[config.mk]
export PLATFORM = sky130hd
export DESIGN_NAME = codemem_loader_flat
export DESIGN_NICKNAME = d
export VERILOG_FILES = /design/src/rtl/codemem_loader_pkg.sv /design/src/rtl/codemem_loader_if.sv /design/src/rtl/codemem_loader.sv /design/src/flat_wrapper.sv
export SDC_FILE = /design/constraint.sdc
export NUM_CORES = 1
export LEC_CHECK = 0
export CAP_MARGIN = 20
export CORE_ASPECT_RATIO = 1.5
export CORE_MARGIN = 5
export CORE_UTILIZATION = 35
export CTS_BUF_LIST = sky130_fd_sc_hd__clkbuf_16
export DETAILED_ROUTE_END_ITERATION = 8
export PLACE_DENSITY = 0.59
export SLEW_MARGIN = 25
export SYNTH_ARGS = -nofsm -noshare
export SYNTH_HDL_FRONTEND = slang
export SYNTH_SLANG_ARGS = --single-unit
[constraint.sdc]
create_clock -name clk -period 2.15 [get_ports clk]
set_input_delay 0.3225 -clock clk [delete_from_list [all_inputs] [get_ports clk]]
set_output_delay 0.3225 -clock clk [all_outputs]
set_load 0.02 [all_outputs]
[src/rtl/codemem_loader_pkg.sv]
// Shared definitions for the code memory write path.
// Holds the loader FSM state encoding and the width check that ties the
// instruction width to the stream beat width. The code memory wrapper uses
// the same check.
package codemem_loader_pkg;

    typedef enum logic [1:0] {
        S_HI    = 2'd0,
        S_LO    = 2'd1,
        S_DRAIN = 2'd2
    } loader_state_e;

    // One instruction is exactly two stream beats.
    function automatic bit widths_ok(input int data_width, input int in_width);
        return data_width == 2 * in_width;
    endfunction

endpackage

[src/rtl/codemem_loader_if.sv]
// AXI-Stream style half-instruction channel into the code memory loader.
//   s_tdata  : half-instruction beat
//   s_tvalid : beat valid
//   s_tlast  : last beat of program
//   s_tready : loader can accept a beat
// master drives the beats, slave (the loader) returns s_tready.
interface codemem_loader_if #(
    parameter int IN_WIDTH = 32
);
    logic [IN_WIDTH-1:0] s_tdata;
    logic                s_tvalid;
    logic                s_tlast;
    logic                s_tready;

    modport master (
        output s_tdata,
        output s_tvalid,
        output s_tlast,
        input  s_tready
    );

    modport slave (
        input  s_tdata,
        input  s_tvalid,
        input  s_tlast,
        output s_tready
    );
endinterface

[src/rtl/codemem_loader.sv]
// Code memory loader.
// Pairs 32-bit stream beats into 64-bit instructions (first beat is the
// upper half) and writes them sequentially from address 0. Reports program
// completion with its length, plus sticky framing/overflow errors.
// Ports:
//   clk, rst   : clock, synchronous active-high reset
//   s          : beat stream (slave side); s_tready = load_en & ~rst
//   load_en    : controller permits loading; low stalls everything
//   wr_addr/wr_data/wr_en : registered code memory write port
//   prog_done  : one-cycle pulse with the final write of a good program
//   prog_len   : instruction count of last completed program
//   err_odd    : sticky, tlast on a first-half beat
//   err_ovf    : sticky, program longer than the memory
//   err_clr    : clears both error flags (a new error the same cycle wins)
//
// state   | meaning
// S_HI    | waiting for the upper half of an instruction
// S_LO    | upper half held, waiting for the lower half
// S_DRAIN | overflowed, discarding beats up to tlast
module codemem_loader
    import codemem_loader_pkg::*;
#(
    parameter int ADDR_WIDTH = 10,
    parameter int DATA_WIDTH = 64,
    parameter int IN_WIDTH   = 32
) (
    input  logic                  clk,
    input  logic                  rst,
    codemem_loader_if.slave       s,
    input  logic                  load_en,
    output logic [ADDR_WIDTH-1:0] wr_addr,
    output logic [DATA_WIDTH-1:0] wr_data,
    output logic                  wr_en,
    output logic                  prog_done,
    output logic [ADDR_WIDTH:0]   prog_len,
    output logic                  err_odd,
    output logic                  err_ovf,
    input  logic                  err_clr
);

    localparam bit WIDTHS_OK = widths_ok(DATA_WIDTH, IN_WIDTH);
    localparam int unsigned DEPTH = 1 << ADDR_WIDTH;
    localparam logic [ADDR_WIDTH:0] DEPTH_C = DEPTH[ADDR_WIDTH:0];

    generate
        if (!WIDTHS_OK) begin : g_width_check
            $error("codemem_loader: DATA_WIDTH must be 2*IN_WIDTH");
        end
    endgenerate

    loader_state_e         state_q, state_d;
    logic [ADDR_WIDTH:0]   cnt_q, cnt_d;
    logic [IN_WIDTH-1:0]   hi_q, hi_d;
    logic [ADDR_WIDTH-1:0] wr_addr_q, wr_addr_d;
    logic [DATA_WIDTH-1:0] wr_data_q, wr_data_d;
    logic                  wr_en_q, wr_en_d;
    logic                  prog_done_q, prog_done_d;
    logic [ADDR_WIDTH:0]   prog_len_q, prog_len_d;
    logic                  err_odd_q, err_odd_d;
    logic                  err_ovf_q, err_ovf_d;
    logic                  accept;

    assign s.s_tready = load_en & ~rst;
    assign accept     = s.s_tvalid & s.s_tready;

    always_comb begin
        state_d     = state_q;
        cnt_d       = cnt_q;
        hi_d        = hi_q;
        wr_addr_d   = wr_addr_q;
        wr_data_d   = wr_data_q;
        wr_en_d     = 1'b0;
        prog_done_d = 1'b0;
        prog_len_d  = prog_len_q;
        // Clear first so that an error raised below overrides it.
        err_odd_d   = err_clr ? 1'b0 : err_odd_q;
        err_ovf_d   = err_clr ? 1'b0 : err_ovf_q;

        case (state_q)
            S_HI: begin
                if (accept) begin
                    if (s.s_tlast) begin
                        err_odd_d = 1'b1;
                        cnt_d     = '0;
                    end else begin
                        hi_d    = s.s_tdata;
                        state_d = S_LO;
                    end
                end
            end
            S_LO: begin
                if (accept) begin
                    if (cnt_q < DEPTH_C) begin
                        wr_en_d   = 1'b1;
                        wr_addr_d = cnt_q[ADDR_WIDTH-1:0];
                        wr_data_d = {hi_q, s.s_tdata};
                        cnt_d     = cnt_q + 1'b1;
                        state_d   = S_HI;
                        if (s.s_tlast) begin
                            prog_done_d = 1'b1;
                            prog_len_d  = cnt_q + 1'b1;
                            cnt_d       = '0;
                        end
                    end else begin
                        err_ovf_d = 1'b1;
                        if (s.s_tlast) begin
                            cnt_d   = '0;
                            state_d = S_HI;
                        end else begin
                            state_d = S_DRAIN;
                        end
                    end
                end
            end
            S_DRAIN: begin
                if (accept && s.s_tlast) begin
                    cnt_d   = '0;
                    state_d = S_HI;
                end
            end
            default: begin
                state_d = S_HI;
                cnt_d   = '0;
            end
        endcase
    end

    always_ff @(posedge clk) begin
        if (rst) begin
            state_q     <= S_HI;
            cnt_q       <= '0;
            hi_q        <= '0;
            wr_addr_q   <= '0;
            wr_data_q   <= '0;
            wr_en_q     <= 1'b0;
            prog_done_q <= 1'b0;
            prog_len_q  <= '0;
            err_odd_q   <= 1'b0;
            err_ovf_q   <= 1'b0;
        end else begin
            state_q     <= state_d;
            cnt_q       <= cnt_d;
            hi_q        <= hi_d;
            wr_addr_q   <= wr_addr_d;
            wr_data_q   <= wr_data_d;
            wr_en_q     <= wr_en_d;
            prog_done_q <= prog_done_d;
            prog_len_q  <= prog_len_d;
            err_odd_q   <= err_odd_d;
            err_ovf_q   <= err_ovf_d;
        end
    end

    assign wr_addr   = wr_addr_q;
    assign wr_data   = wr_data_q;
    assign wr_en     = wr_en_q;
    assign prog_done = prog_done_q;
    assign prog_len  = prog_len_q;
    assign err_odd   = err_odd_q;
    assign err_ovf   = err_ovf_q;

endmodule

[src/flat_wrapper.sv]
// flat-port wrapper written by rule: the top's interface ports become plain ports
module codemem_loader_flat import codemem_loader_pkg::*;
#(
    parameter int ADDR_WIDTH = 10,
    parameter int DATA_WIDTH = 64,
    parameter int IN_WIDTH   = 32
)
  (clk, rst, load_en, wr_addr, wr_data, wr_en, prog_done, prog_len, err_odd, err_ovf, err_clr, s_s_tdata, s_s_tvalid, s_s_tlast, s_s_tready);
  codemem_loader_if #(.IN_WIDTH(IN_WIDTH)) s_i ();
  input  logic clk;
  input  logic rst;
  input  logic load_en;
  output logic [ADDR_WIDTH-1:0] wr_addr;
  output logic [DATA_WIDTH-1:0] wr_data;
  output logic wr_en;
  output logic prog_done;
  output logic [ADDR_WIDTH:0] prog_len;
  output logic err_odd;
  output logic err_ovf;
  input  logic err_clr;
  input wire logic [$bits(s_i.s_tdata)-1:0] s_s_tdata;
  input wire logic [$bits(s_i.s_tvalid)-1:0] s_s_tvalid;
  input wire logic [$bits(s_i.s_tlast)-1:0] s_s_tlast;
  output wire logic [$bits(s_i.s_tready)-1:0] s_s_tready;
  assign s_i.s_tdata = s_s_tdata;
  assign s_i.s_tvalid = s_s_tvalid;
  assign s_i.s_tlast = s_s_tlast;
  assign s_s_tready = s_i.s_tready;
  codemem_loader #(.ADDR_WIDTH(ADDR_WIDTH), .DATA_WIDTH(DATA_WIDTH), .IN_WIDTH(IN_WIDTH)) u_core (.clk(clk), .rst(rst), .s(s_i), .load_en(load_en), .wr_addr(wr_addr), .wr_data(wr_data), .wr_en(wr_en), .prog_done(prog_done), .prog_len(prog_len), .err_odd(err_odd), .err_ovf(err_ovf), .err_clr(err_clr));
endmodule
Yosys cells after proc, flatten, opt, wreduce, memory -nomap -nowiden
Index checks and enable logic that the tools add are counted.
{ "classes": {"muxes": 24, "n_bitwise": 7, "add_sub_neg": 1, "mul": 0, "magnitude_cmp": 1, "n_shift": 0, "div_mod_pow": 0, "n_eq_ne": 6, "reduce_logical": 9} }
{ "ops": {"columns": ["cell", "count"], "rows": [
  ["$mux W11", 6],
  ["$pmux W11 S3", 1],
  ["$mux W2", 6],
  ["$add A11 B1 Y11 const B", 1],
  ["$lt A11 B11 Y1 const B", 1],
  ["$mux W1", 10],
  ["$reduce_and A3 Y1", 3],
  ["$reduce_and A4 Y1", 2],
  ["$ne A2 B1 Y1 const B", 3],
  ["$pmux W2 S3", 1],
  ["$not A1 Y1", 5],
  ["$reduce_or A4 Y1", 1],
  ["$reduce_or A3 Y1", 1],
  ["$and A1 B1 Y1", 2],
  ["$eq A2 B1 Y1 const B", 1],
  ["$eq A2 B2 Y1 const B", 1],
  ["$logic_not A2 Y1", 1],
  ["$ne A2 B2 Y1 const B", 1],
  ["$logic_and A1 B1 Y1", 1]
]} }
{ "word_totals": {"latchBits": 0, "ram_bits": 0, "input_bits": 38, "register_bits": 134, "out_inout_bits": 90, "n_memories": 0, "elab_cells": 58, "romBits": 0} }

Longest topological paths before layout
{ "depth": {"depth_word": 6, "depth_mapped": 9, "mapped_depth_nobuf": 5} }

Least setup slack after synthesis
Ideal clock, no wire load.
{ "synth_path": {"kind": "input to register", "from": "input port rst", "to": "register u_core.cnt_q[9]", "arrival_time_ns": 1.589, "path_stages": 6, "setup_ns": 0.074, "path_buffers": 2, "setup_slack_ns": 0.486, "required_ns": 2.076, "path_cell_list": "buf_6 > nand4b_4 > or3_1 > buf_2 > or4_1 > a31oi_1"} }
{ "synth_via": {"elab_chain_len": 6, "elab_cells_between_ends": 8, "classes_between": "eq/ne: 3; bitwise: 3; reduce/logical: 2"} }
{ "synth_lines": {"columns": ["element", "line", "source"], "rows": [
  ["start: declaration", "flat_wrapper.sv:11", "input logic rst;"],
  ["$not A1 Y1", "codemem_loader.sv:63", "assign s.s_tready = load_en & ~rst;"],
  ["$and A1 B1 Y1", "codemem_loader.sv:63", null],
  ["$and A1 B1 Y1", "codemem_loader.sv:64", "assign accept = s.s_tvalid & s.s_tready;"],
  ["$logic_and A1 B1 Y1", "codemem_loader.sv:116", "if (accept && s.s_tlast) begin"],
  ["$ne A2 B1 Y1 (no line)", null, null],
  ["$reduce_and A3 Y1 (no line)", null, null],
  ["end signal: assignment", "codemem_loader.sv:142", "cnt_q <= cnt_d;"],
  ["end: declaration", "codemem_loader.sv:52", "logic [ADDR_WIDTH:0] cnt_q, cnt_d;"]
]} }
Parallel ways exist; a longest one is shown, timed or not.
A chain may end at the register's enable or synchronous reset.

Final worst setup path
{ "layout_path": {"from": "input port load_en", "to": "output port s_s_tready"} }
{ "layout_via": {"elab_chain_len": 1} }
{ "layout_lines": {"columns": ["element", "line", "source"], "rows": [
  ["start: declaration", "flat_wrapper.sv:12", "input logic load_en;"],
  ["$and A1 B1 Y1", "codemem_loader.sv:63", null],
  ["end: declaration", "flat_wrapper.sv:24", "output wire logic [$bits(s_i.s_tready)-1:0] s_s_tready;"]
]} }
Every way passes these cells.

==> results <==
- The flow ran to the end, and the final reports show no timing, DRC or antenna violations.
- The die area is 16800 µm².
- The width of the die is 107 µm.
- The worst-case IR drop observed on VDD is 0.488 mV.
- For this run, the total global-route usage over all layers was measured as 16.2%.
- After synthesis, the most frequently instantiated cells are sky130_fd_sc_hd__nand2_1 (222), sky130_fd_sc_hd__dfxtp_1 (134), sky130_fd_sc_hd__a21oi_1 (116), sky130_fd_sc_hd__clkbuf_1 (33), sky130_fd_sc_hd__nor2_1 (18).
- Buffers inserted to repair hold after CTS numbered 0.
- The startpoint kind of the worst setup timing path is an input port.
- In this run, the number of DRC markers left after iteration 0 of detailed routing was 202.
- In this run the static leakage power is 2.32 nW.
- Setup repair after global routing left no endpoint under its margin.
- The first global-routing pass estimated 21800 µm of wire.
- The combined area of the multi-input logic cells is 2080 µm².
- The areal power density over the cells is 793 nW/µm².
- The start point of the worst hold path is rst.
- After floorplanning, the core was divided into 53 placement rows.
- The critical path goes through clkdlybuf4s50_1, buf_4, nor2b_1, clkdlybuf4s50_1.
- The worst register-to-register path ends at u_core.cnt_q[5].
- Power comes to 5.60 mW.
- The die height is 156 µm.
- STA puts the critical path data required time at 1.83 ns.
- The initial utilization of the core area, before any placement, comes to 35.6%.
- The Yosys step of the flow raised 0 warnings.
- The relative slew slack is 46.7%.
- The boundary pin count is 128.
- Summing every instance area after synthesis gives 4980 µm².
- After clock tree synthesis, the clock-pin slew on the worst setup and hold paths is 0.06 ns.
- The critical path class is input port to output pin.
- Setup violations remaining at the end of the flow were counted as 0.
- The dominant register cell in the synthesized netlist is sky130_fd_sc_hd__dfxtp_1.
- Once the clock tree was built, the setup fixing pass inserted 0 buffers.
- The maximum achievable frequency is 0.493 GHz.
- The final count of hold timing violations is 0.
- The region available for standard cell placement spans 14000 µm².
- During placement, the flow inserted port buffers numbering 127.
- Before antenna repair, the detailed router went through 4 iterations.
- Of all flip-flops after synthesis, the portion carrying an async set or reset was 0%.
- After detailed routing, the total wire length is 13600 µm.
- The number of antenna-violating nets in the routed design is 0.
- The cell depth of the worst hold path is 3.
- Broken down by cell family, the worst path's largest delay share belongs to buffers and inverters.
- The post-route clock skew is 0.0135 ns.
- Averaged over all synthesized cells, the footprint is 8.00 µm².
- Of all nets on the critical path, the largest fanout is 4.
- Across all layers, the routed design uses 4520 vias.
- The via count of the first global-routing pass is 4389.
- The number of antenna violations at the first check in global routing is 0.
- The net total in the final layout is 776.
- The number of max-cap violations is 0.
- In the routed layout, each cell is associated on average with a via count of 4.80.
- Data on the critical path arrives at its endpoint at 1.70 ns.
- Gates resized during post-CTS repair numbered 0.
- The congestion estimate from routability-driven global placement came to 0.868.
- The post-route minimum period is 2.03 ns.
- The most frequent cell on the critical path is sky130_fd_sc_hd__clkdlybuf4s50_1.
- In this run the critical register-to-register path is launched from u_core.cnt_q[10].
- In the final layout, flip-flops and latches occupy 2680 µm².
- The most instantiated library cell after synthesis is sky130_fd_sc_hd__nand2_1.
- Entering global routing, the biggest net connects 78 pins.
- The layout-stage area growth over the synthesis result is 41.8%.
- The clock net in this run drives a total of 134 sinks.
- Sorting the synthesized cells by area gives the leading types as sky130_fd_sc_hd__dfxtp_1 (54%), sky130_fd_sc_hd__nand2_1 (17%), sky130_fd_sc_hd__a21oi_1 (12%), sky130_fd_sc_hd__clkbuf_1 (2.5%), sky130_fd_sc_hd__a211oi_1 (1.8%).
- The depth of the worst register-to-register path is 4.
- In this run the biggest area consumer among cell types represents 53.8% of the synthesized area.
- In the final routed layout, each cell accounts on average for 14.4 µm.
- The number of flops mapped to enable cells by yosys is 0.
- The actual slew at the worst max-slew pin is 0.799 ns.
- In this run the deepest clock path goes through 2 buffers.
- In the synthesized netlist, the number of instances is 623.
- The worst path uses 94.3% of the clock period.
- The end point of the worst hold path is u_core.hi_q[11].
- The number of different library cells used by synthesis comes to 44.
- The total count of max-transition violations in the final report is 0.
- The number of buffers and inverters on the critical path is 3.
- The clock tree from TritonCTS is yes.
- In this run, synthesis produced a sequential element count of 134.
- The filler cell count in the final layout is 1380.
- The proportion of total power due to net switching is 22.7%.
- The global-route congestion overflow total is 0.
- The tightest min-delay check is of the input port to flop type.
- The synthesized design spends more area on one cell type than any other, namely sky130_fd_sc_hd__dfxtp_1.
- The number of remaining DRC errors is 0.
- The post-placement setup slack is -0.0662 ns.
- The total inserted antenna cells is 0.
- Summed over all nets, the switching power comes to 1.27 mW.
- The endpoint class of the critical path is an output pin.
- Cell internal power was estimated by the tool at 4.33 mW.
- Per report_power, the sequential group accounts for 44.8% of the total.
- The number of nets handed over by synthesis was 662.
- Across all hold checks on the routed design, the worst slack comes to 0.408 ns.
- The source-to-sink clock delay at the later pin of the worst-skew pair is 0.41 ns.
- The fraction of the yosys area taken by sequential cells is 53.8%.
- The combinational group share of total power is 3.9%.
- The HPWL after detailed placement is 9290 µm.
- On the worst path, the slowest cell contributes a delay of 0.60 ns.
- The reg2reg setup slack is 0.38 ns.
- Adding up every negative setup slack in the final design gives 0 ns.
- The library cell used as clock root buffer is sky130_fd_sc_hd__clkbuf_16.
- The CTS buffer count is 17.
- Across all setup checks in the final design, the least slack found is 0.123 ns.
- The number of levels in the clock H-tree is 4.
- The post-route netlist has 7.60% of its cells at a drive strength greater than 1.
- The slowest cell on the critical path is sky130_fd_sc_hd__clkdlybuf4s50_1.
- The portion of total power attributed to the clock network is 51.3%.
[per-layer routing]
metal | wire, µm | part of all wire, % | track usage, % | up-vias
li1 | - | - | - | 2287
met1 | 5520 | 41 | 18.6 | 2087
met2 | 7030 | 52 | 28.2 | 128
met3 | 793 | 5.8 | 5.47 | 18
met4 | 214 | 1.6 | 5.66 | 0
met5 | 0 | 0 | 0 | -
[worst max path at each step]
stage	start	end	slack, ns	cells past startpoint
after floorplan	rst	u_core.cnt_q[9]	0.49	6
after global placement	s_s_tvalid	u_core.cnt_q[9]	-0.05	5
after detailed placement	s_s_tvalid	u_core.wr_data[19]	-0.07	6
after CTS	load_en	s_s_tready	0.11	4
after global routing	load_en	s_s_tready	0.08	4
final	load_en	s_s_tready	0.12	4
[flip-flops by register name, indices dropped and copies added (netlist names)]
| signal | cells |
|---|---|
| u_core.wr_data | 64 |
| u_core.hi_q | 32 |
| u_core.cnt_q | 11 |
| u_core.prog_len | 11 |
| u_core.wr_addr | 10 |
| u_core.state_q | 2 |
| u_core.err_odd | 1 |
| u_core.err_ovf | 1 |
| u_core.prog_done | 1 |
| u_core.wr_en | 1 |
[tightest hold or removal path: stages]
cell                      delay [ns]
sky130_fd_sc_hd__buf_4          0.11
sky130_fd_sc_hd__buf_4          0.27
sky130_fd_sc_hd__a21oi_1        0.06
[metrics by stage]
step	std cells	cell area (µm²)	utilization, %
after floorplan	623	4980	-
after global placement	910	6470	46.2
after detailed placement	910	6470	46.2
after CTS	942	7060	50.5
after global routing	942	7060	50.5
final	942	7060	50.5
[cell families after synthesis]
group                    count (synthesis)  share of synthesized area [%]
AND/OR/NAND/NOR                        280                           23.7
AO/OA/AOI/OAI                          143                           15.6
flip-flops                             134                           53.8
buffers and inverters                   54                           4.65
XOR/XNOR                                 9                           1.58
multiplexers                             2                          0.402
adder cells (fa/ha/maj)                  1                          0.251
[cells in the final DEF (no fill, tap or decap), types with 2 or more instances in the layout]
master,count
sky130_fd_sc_hd__inv_6,3
sky130_fd_sc_hd__or4_1,2
sky130_fd_sc_hd__clkdlybuf4s50_1,126
sky130_fd_sc_hd__or3_1,2
sky130_fd_sc_hd__nor2b_1,3
sky130_fd_sc_hd__a211oi_1,12
sky130_fd_sc_hd__buf_4,15
sky130_fd_sc_hd__nand2_1,222
sky130_fd_sc_hd__nand4_1,3
sky130_fd_sc_hd__clkbuf_16,17
sky130_fd_sc_hd__a21oi_1,116
sky130_fd_sc_hd__nand4b_1,2
sky130_fd_sc_hd__buf_12,4
sky130_fd_sc_hd__nand3_1,6
sky130_fd_sc_hd__o21ai_0,5
sky130_fd_sc_hd__or2_2,2
sky130_fd_sc_hd__xor2_1,5
sky130_fd_sc_hd__mux2i_1,2
sky130_fd_sc_hd__dfxtp_1,134
sky130_fd_sc_hd__clkinv_4,6
sky130_fd_sc_hd__bufinv_16,2
sky130_fd_sc_hd__clkinvlp_4,2
sky130_fd_sc_hd__xnor2_1,4
sky130_fd_sc_hd__nand2b_1,2
sky130_fd_sc_hd__nor2_1,18
sky130_fd_sc_hd__inv_1,3
sky130_fd_sc_hd__nand3b_1,2
sky130_fd_sc_hd__nor3_1,8
[area by class of cell]
| type | count | share of cell area, % |
|---|---|---|
| clock inverter | 15 | 2.39 |
| inverter | 4 | 0.213 |
| timing repair buffer | 145 | 20.6 |
| sequential | 134 | 38.0 |
| clock buffer | 17 | 6.02 |
| tap | 192 | 3.40 |
| multi-input combinational | 435 | 29.4 |
[power by group through the flow]
stage,clock network (mW),logic [mW],registers (mW)
after global routing,3.06,0.236,2.51
after floorplan,0,0.0901,2.57
after detailed placement,0,0.218,2.56
after global placement,0,0.216,2.56
final,2.88,0.217,2.51
after CTS,2.94,0.219,2.51
Power figures use the tool's default switching activity.
